[src/rtl/trap_ctrl.sv]
// Machine-mode trap sequencer: arbitrates interrupts and the E-stage illegal-instruction
// exception, issues the ENTER/RETURN action pulses that flush the pipeline, redirect fetch
// and update mepc/mcause/mstatus.
module trap_ctrl #(
  parameter int unsigned     XLEN        = 32,
  parameter logic [XLEN-1:0] TRAP_VEC    = 32'h0000_0158,
  parameter int unsigned     SYNC_STAGES = 2
) (
  input  logic            clk,
  input  logic            reset,
  input  logic            ext_irq,
  input  logic            timer_irq,
  input  logic            sw_irq,
  input  logic            csr_meie,
  input  logic            csr_msie,
  input  logic            csr_mtie,
  input  logic            csr_mstatus_mie,
  input  logic [XLEN-1:0] csr_mepc,
  input  logic            validE,
  input  logic            stallE,
  input  logic [XLEN-1:0] pcE,
  input  logic            excp_illinstr,
  input  logic            mretE,
  output logic            excp_flush_pc_ena,
  output logic [XLEN-1:0] excp_flush_pc,
  output logic            csr_epc_we,
  output logic [XLEN-1:0] csr_epc_wdata,
  output logic            csr_mcause_we,
  output logic [XLEN-1:0] csr_mcause_wdata,
  output logic            csr_trap_enter,
  output logic            csr_trap_return,
  output logic            trap_busy
);

  typedef enum logic [0:0] {StIdle, StHandler} state_e;

  state_e                 state_q;
  logic [SYNC_STAGES-1:0] sync_q;
  logic                   ext_s;
  logic                   ext_en;
  logic                   sw_en;
  logic                   timer_en;
  logic                   irq_pend;
  logic                   go;
  logic                   take_irq;
  logic                   take_exc;
  logic                   take_ret;
  logic [XLEN-1:0]        irq_cause;

  assign ext_s = sync_q[SYNC_STAGES-1];

  // Synchronise the asynchronous external interrupt into the clk domain.
  always_ff @(posedge clk or negedge reset) begin
    if (!reset) begin
      sync_q <= '0;
    end else begin
      sync_q[0] <= ext_irq;
      for (int i = 1; i < SYNC_STAGES; i++) begin
        sync_q[i] <= sync_q[i-1];
      end
    end
  end

  // Interrupt gating, priority encoding and the decision-point qualifiers.
  always_comb begin
    ext_en    = ext_s & csr_meie;
    sw_en     = sw_irq & csr_msie;
    timer_en  = timer_irq & csr_mtie;
    irq_pend  = csr_mstatus_mie & (ext_en | sw_en | timer_en);
    // No decision while the flush we just issued is still in flight.
    go        = validE & ~stallE & ~excp_flush_pc_ena;
    take_irq  = go & irq_pend;
    take_exc  = go & ~irq_pend & excp_illinstr;
    take_ret  = go & ~irq_pend & ~excp_illinstr & mretE;
    irq_cause = '0;
    irq_cause[XLEN-1] = 1'b1;
    if (ext_en) begin
      irq_cause[3:0] = 4'd11;
    end else if (sw_en) begin
      irq_cause[3:0] = 4'd3;
    end else begin
      irq_cause[3:0] = 4'd7;
    end
  end

  // Trap FSM; every output is registered so each action lands one clk after the decision.
  always_ff @(posedge clk or negedge reset) begin
    if (!reset) begin
      state_q           <= StIdle;
      excp_flush_pc_ena <= 1'b0;
      excp_flush_pc     <= '0;
      csr_epc_we        <= 1'b0;
      csr_epc_wdata     <= '0;
      csr_mcause_we     <= 1'b0;
      csr_mcause_wdata  <= '0;
      csr_trap_enter    <= 1'b0;
      csr_trap_return   <= 1'b0;
      trap_busy         <= 1'b0;
    end else begin
      excp_flush_pc_ena <= 1'b0;
      excp_flush_pc     <= '0;
      csr_epc_we        <= 1'b0;
      csr_epc_wdata     <= '0;
      csr_mcause_we     <= 1'b0;
      csr_mcause_wdata  <= '0;
      csr_trap_enter    <= 1'b0;
      csr_trap_return   <= 1'b0;
      if (take_irq || take_exc) begin
        // The E instruction is squashed and re-executes after mret, hence mepc = pcE.
        state_q           <= StHandler;
        excp_flush_pc_ena <= 1'b1;
        excp_flush_pc     <= TRAP_VEC;
        csr_epc_we        <= 1'b1;
        csr_epc_wdata     <= pcE;
        csr_mcause_we     <= 1'b1;
        csr_mcause_wdata  <= take_irq ? irq_cause : XLEN'(2);
        csr_trap_enter    <= 1'b1;
        trap_busy         <= 1'b1;
      end else if (take_ret) begin
        state_q           <= StIdle;
        excp_flush_pc_ena <= 1'b1;
        excp_flush_pc     <= csr_mepc;
        csr_trap_return   <= 1'b1;
        trap_busy         <= 1'b0;
      end else begin
        trap_busy         <= (state_q != StIdle);
      end
    end
  end

endmodule
[config.mk]
export PLATFORM = sky130hd
export DESIGN_NAME = trap_ctrl
export DESIGN_NICKNAME = d
export VERILOG_FILES = /design/src/rtl/trap_ctrl.sv
export SDC_FILE = /design/constraint.sdc
export NUM_CORES = 1
export LEC_CHECK = 0
export BUFFER_PORTS_ARGS = -buffer_cell sky130_fd_sc_hd__buf_4
export CAP_MARGIN = 20
export CORE_AREA = 10 10 105 107
export DETAILED_ROUTE_END_ITERATION = 16
export DIE_AREA = 0 0 115 117
export MAX_ROUTING_LAYER = met4
export PLACE_DENSITY = 0.63
export SETUP_SLACK_MARGIN = 0.15
export SLEW_MARGIN = 10
export SYNTH_ARGS = -nofsm -noshare
export SYNTH_HDL_FRONTEND = slang
export SYNTH_SLANG_ARGS = --single-unit
[constraint.sdc]
create_clock -name clk -period 3.7 [get_ports clk]
set_clock_uncertainty 0.05 [all_clocks]
set_input_delay 0.74 -clock clk [delete_from_list [all_inputs] [get_ports clk]]
set_output_delay 0.74 -clock clk [all_outputs]
set_load 0.02 [all_outputs]
=== Word level (Yosys, flattened, before mapping) ===
Cells that the tools add are included.

* Bits in registers: 102
* Bits in latches: 0
* Memory bits (writable): 0
* Bits in read-only memories: 0
* Bits of input ports: 77
* Word-level logic and storage cells: 40
* Memories kept: 0

* Add/sub/neg operators: 0
* Multiply operators: 0
* Div/mod/pow operators: 0
* Order comparisons: 0
* Equality and inequality tests: 0
* Shift operators: 0
* Mux-type cells: 13
* Bitwise operators: 17
* Reductions and logical operators: 2

{| class="wikitable"
|+ Operator list
! operator !! count
|-
| 32-bit 2-to-1 mux || 5
|-
| 1-bit bitwise AND || 11
|-
| 1-bit 2-to-1 mux || 6
|-
| 4-bit 2-to-1 mux || 1
|-
| 1-bit NOT || 4
|-
| 3-bit 2-to-1 mux || 1
|-
| 1-bit OR || 2
|-
| 2-bit nonzero test || 1
|-
| 1-bit logical OR || 1
|}

=== Logic depth before layout (Yosys ltp) ===
* Depth after elaboration: 10
* Depth in mapped cells: 5
* Gate-level depth less buffers: 3

=== Worst setup path before layout ===
Ideal clock, no wire load.

* Kind: input -> register
* Start: input port csr_meie
* End: register excp_flush_pc[10]
* Arrival: 1.771 ns
* Path slack: 1.814 ns
* Stages on the path: 5
* Buffers on the path: 2
* Cells stage by stage: a222oi_1 > o2111a_1 > buf_4 > buf_6 > and2_1

* Cells in the longest elaborated chain, start to end: 10
* Elaborated cells between the ends (all ways): 13

{| class="wikitable"
|+ Ends and longest elaborated chain
! element !! line !! source
|-
| from (decl) || 14 || <nowiki>input logic csr_meie,</nowiki>
|-
| 1-bit bitwise AND (*) || 66 || <nowiki>ext_en = ext_s & csr_meie;</nowiki>
|-
| 1-bit OR (*) (2 in series) || 69 || <nowiki>irq_pend = csr_mstatus_mie & (ext_en | sw_en | timer_en);</nowiki>
|-
| 1-bit bitwise AND (*) || 69 ||
|-
| 1-bit NOT || 73, 74 ||
|-
| 1-bit bitwise AND || 73, 74 ||
|-
| 1-bit bitwise AND (2 in series) || 74 || <nowiki>take_ret = go & ~irq_pend & ~excp_illinstr & mretE;</nowiki>
|-
| 32-bit 2-to-1 mux || 119 || <nowiki>end else if (take_ret) begin</nowiki>
|-
| 32-bit 2-to-1 mux (*) || 108 || <nowiki>if (take_irq || take_exc) begin</nowiki>
|-
| to (signal assigned) || 122 || <nowiki>excp_flush_pc <= csr_mepc;</nowiki>
|-
| to (decl) || 25 || <nowiki>output logic [XLEN-1:0] excp_flush_pc,</nowiki>
|}

Every way passes the cells marked *; elsewhere a longest branch is shown, timed or not.
A chain may end at the register's enable or synchronous reset.

=== Worst setup path after layout ===
* Start: input port csr_meie
* End: register excp_flush_pc[30]

The elaborated chain is that of the path after synthesis.

==> metrics.md <==
| Metric | Value |
|---|---|
| Cells on worst reg2reg path | `3` |
| Number of global-route vias before repair | `2054` |
| Final core utilization | `0.442` |
| Boundary Pins | `between 150 and 200` |
| Initial antenna violation count | `0` |
| Critical Path Source Type | `input port` |
| Input/output buffers | `approximately 150` |
| Largest net degree at the start of global routing | `74` |
| Die Width | `115 um` |
| Routed Antenna Nets | `0` |
| Hold Worst Slack | `roughly 0.29 ns` |
| Via count | `approximately 1900` |
| Clock transition at the registers of the reported paths | `approximately 0.08 ns` |
| Synth cell count leaders | `dfrtp_1 (73), and2_1 (60), buf_4 (32)` |
| Final nets | `between 400 and 500` |
| Die area | `13500 um^2` |
| CP Capture Type | `register` |
| # setup viols final | `0` |
| Tmin final | `between 2 and 2.5 ns` |
| Met1 Usage GRT | `0.133` |
| Flops & latches, synth | `73` |
| CTS tree | `built` |
| Grt ovf | `0` |
| VDD IR max | `~180 uV` |
| Pins Over Slew Limit | `0` |
| Max-Cap Viols | `0` |
| Rel. slew slack | `0.406` |
| Antenna Cells | `0` |
| Fmax | `between 0.4 and 0.5 GHz` |
| H-tree Lvls | `3` |
| Syn-to-layout area delta | `50.5%` |
| Gr busiest metal | `met2` |
| Initial drt markers | `55` |
| GPL Wtd Cong | `slightly above 0.7` |
| Leakage | `about 0.0022 uW` |
| Met3 Use GR | `0.0454` |
| Drt via density | `about 4` |
| Post-CTS Hold Fix Bufs | `0` |
| Main synth FF type | `dfrtp_1` |
| Post-CTS Setup Inserts | `0` |
| Crit path max fanout | `29` |
| Die Height | `117 um` |
| CTS Buf Count | `9` |
| First-pass GRT wire length | `~11 mm` |
| Final hold violations | `0` |
| Initial core utilization | `0.293` |
| Core Footprint | `about 9000 um^2` |
| Final worst path period share | `0.578` |
| Post-DR wirelength/cell | `between 15 and 20 um` |
| Clk buf depth | `2` |
| Post-synth EDFFs | `0` |
| DRC | `0` |
| Setup TNS | `0 ns` |
| Post-synthesis cell count | `200` |
| DRT Pass-1 Iters | `4` |
| Met2 usage | `0.157` |
| Fraction of registers with async set/reset | `1.00` |
| HPWL Detailed | `5.73 mm` |
| Global Route Usage Sum | `0.110` |
| Pwr/cell area | `436 nW/um^2` |
| Clk sink count | `between 70 and 80` |
| Syn avg cell area | `~13 um^2` |
| Yosys top cell by area | `dfrtp_1` |
| Cell variety after synth | `19` |
| Worst endpoint required time | `~3.9 ns` |
| Synth top area share | `0.690` |
| Final Routed Wirelength | `~7.3 mm` |
| Slew @ Worst Pin | `a little under 0.9 ns` |
| Top cells by area, synth | `dfrtp_1 (69%), and2_1 (14%), buf_4 (9.1%)` |
| Mapped Area | `2650 um^2` |
| Root buffer cell | `clkbuf_8` |
| Hold path depth | `0` |
| Worst skew pair latency | `between 0.3 and 0.4 ns` |
| RSZ-0062 raised after global routing | `false` |
| Row cnt | `35` |
| CP Class | `in2reg` |
| R2R Setup Slk | `approximately 1.6 ns` |
| WP data arrival | `between 2 and 2.5 ns` |
| Outcome | `finished, final reports clean` |
| Top-count cell post-synth | `dfrtp_1` |
| Ys Warns | `0` |
| Cells resized by post-CTS repair | `0` |
| Ratio of cells with drive above 1 in the final layout | `0.475` |
| Hold crit path type | `reg2reg` |
| Post-synthesis sequential area ratio | `0.690` |
critical path, cell delays in order:
cell	delay, ns
buf_4	0.12
a222oi_1	0.51
o2111a_1	0.75
and2_1	0.23
cell usage in the layout, fill, tap and decap left out:
cell	n
nor3b_1	2
o21ai_0	2
a22oi_1	1
dfrtp_1	73
nand2_1	6
bufinv_16	2
clkinv_2	1
inv_6	1
inv_1	3
clkinv_4	1
a222oi_1	1
clkbuf_8	10
nor2_1	3
o2111a_1	1
conb_1	27
and2_1	60
o21a_1	1
clkinvlp_4	1
a21oi_1	6
a211oi_4	1
or3b_1	1
buf_8	1
buf_4	151
per-layer routing:
| metal | vias up | wire length [um] |
|---|---|---|
| li1 | 861 | - |
| met1 | 870 | 2990 |
| met2 | 124 | 3390 |
| met3 | 11 | 775 |
| met4 | 0 | 103 |
| met5 | - | 0 |
logic make-up after synthesis:
family | Yosys count | synth area share
other | 1 | 0.00142
buffers and inverters | 41 | 0.109
and+or+nand+nor | 72 | 0.164
DFF | 73 | 0.690
AOI/OAI and AO/OA | 13 | 0.0364
sequential cells by signal, indices dropped and copies added (netlist names):
signal / flops
csr_mcause_wdata: 4
csr_epc_wdata: 32
state_q: 1
csr_trap_return: 1
sync_q: 2
excp_flush_pc: 32
excp_flush_pc_ena: 1
where the power goes:
part	switching [uW]	internal (uW)	total [uW]
clock network	299	400	700
registers	8.01	820	828
logic	113	95.0	208
total	420	1320	1740
area by class of cell:
type,count,area (um^2)
Clock buffer,10,138
Clock inverter,6,90.1
Fill cell,866,5040
Inverter,3,11.3
Multi-Input combinational cell,112,631
Sequential cell,73,1830
Tap cell,111,139
Timing Repair Buffer,152,1150
stage by stage:
step / instance area, um^2 / cells / setup WS, ns / power (uW)
6_report: 3980 / 467 / 1.56 / 1740
5_1_grt: 3980 / 467 / 1.34 / 1830
4_1_cts: 3970 / 466 / 1.48 / 1770
3_5_place_dp: 3740 / 450 / 1.14 / 1050
3_3_place_gp: 3740 / 450 / 1.12 / 1050
2_1_floorplan: 2750 / 226 / 1.81 / 954
final timing paths:
kind	start	endpoint
worst min register to register	sync_q[0]	sync_q[1]
max in group asynchronous	reset	excp_flush_pc[19]
min in group asynchronous	reset	csr_epc_wdata[12]
worst max-delay path	csr_meie	excp_flush_pc[30]
worst min-delay path	sync_q[0]	sync_q[1]
worst max register to register	sync_q[1]	excp_flush_pc[30]
No activity file was read; power rests on OpenSTA's default activity.
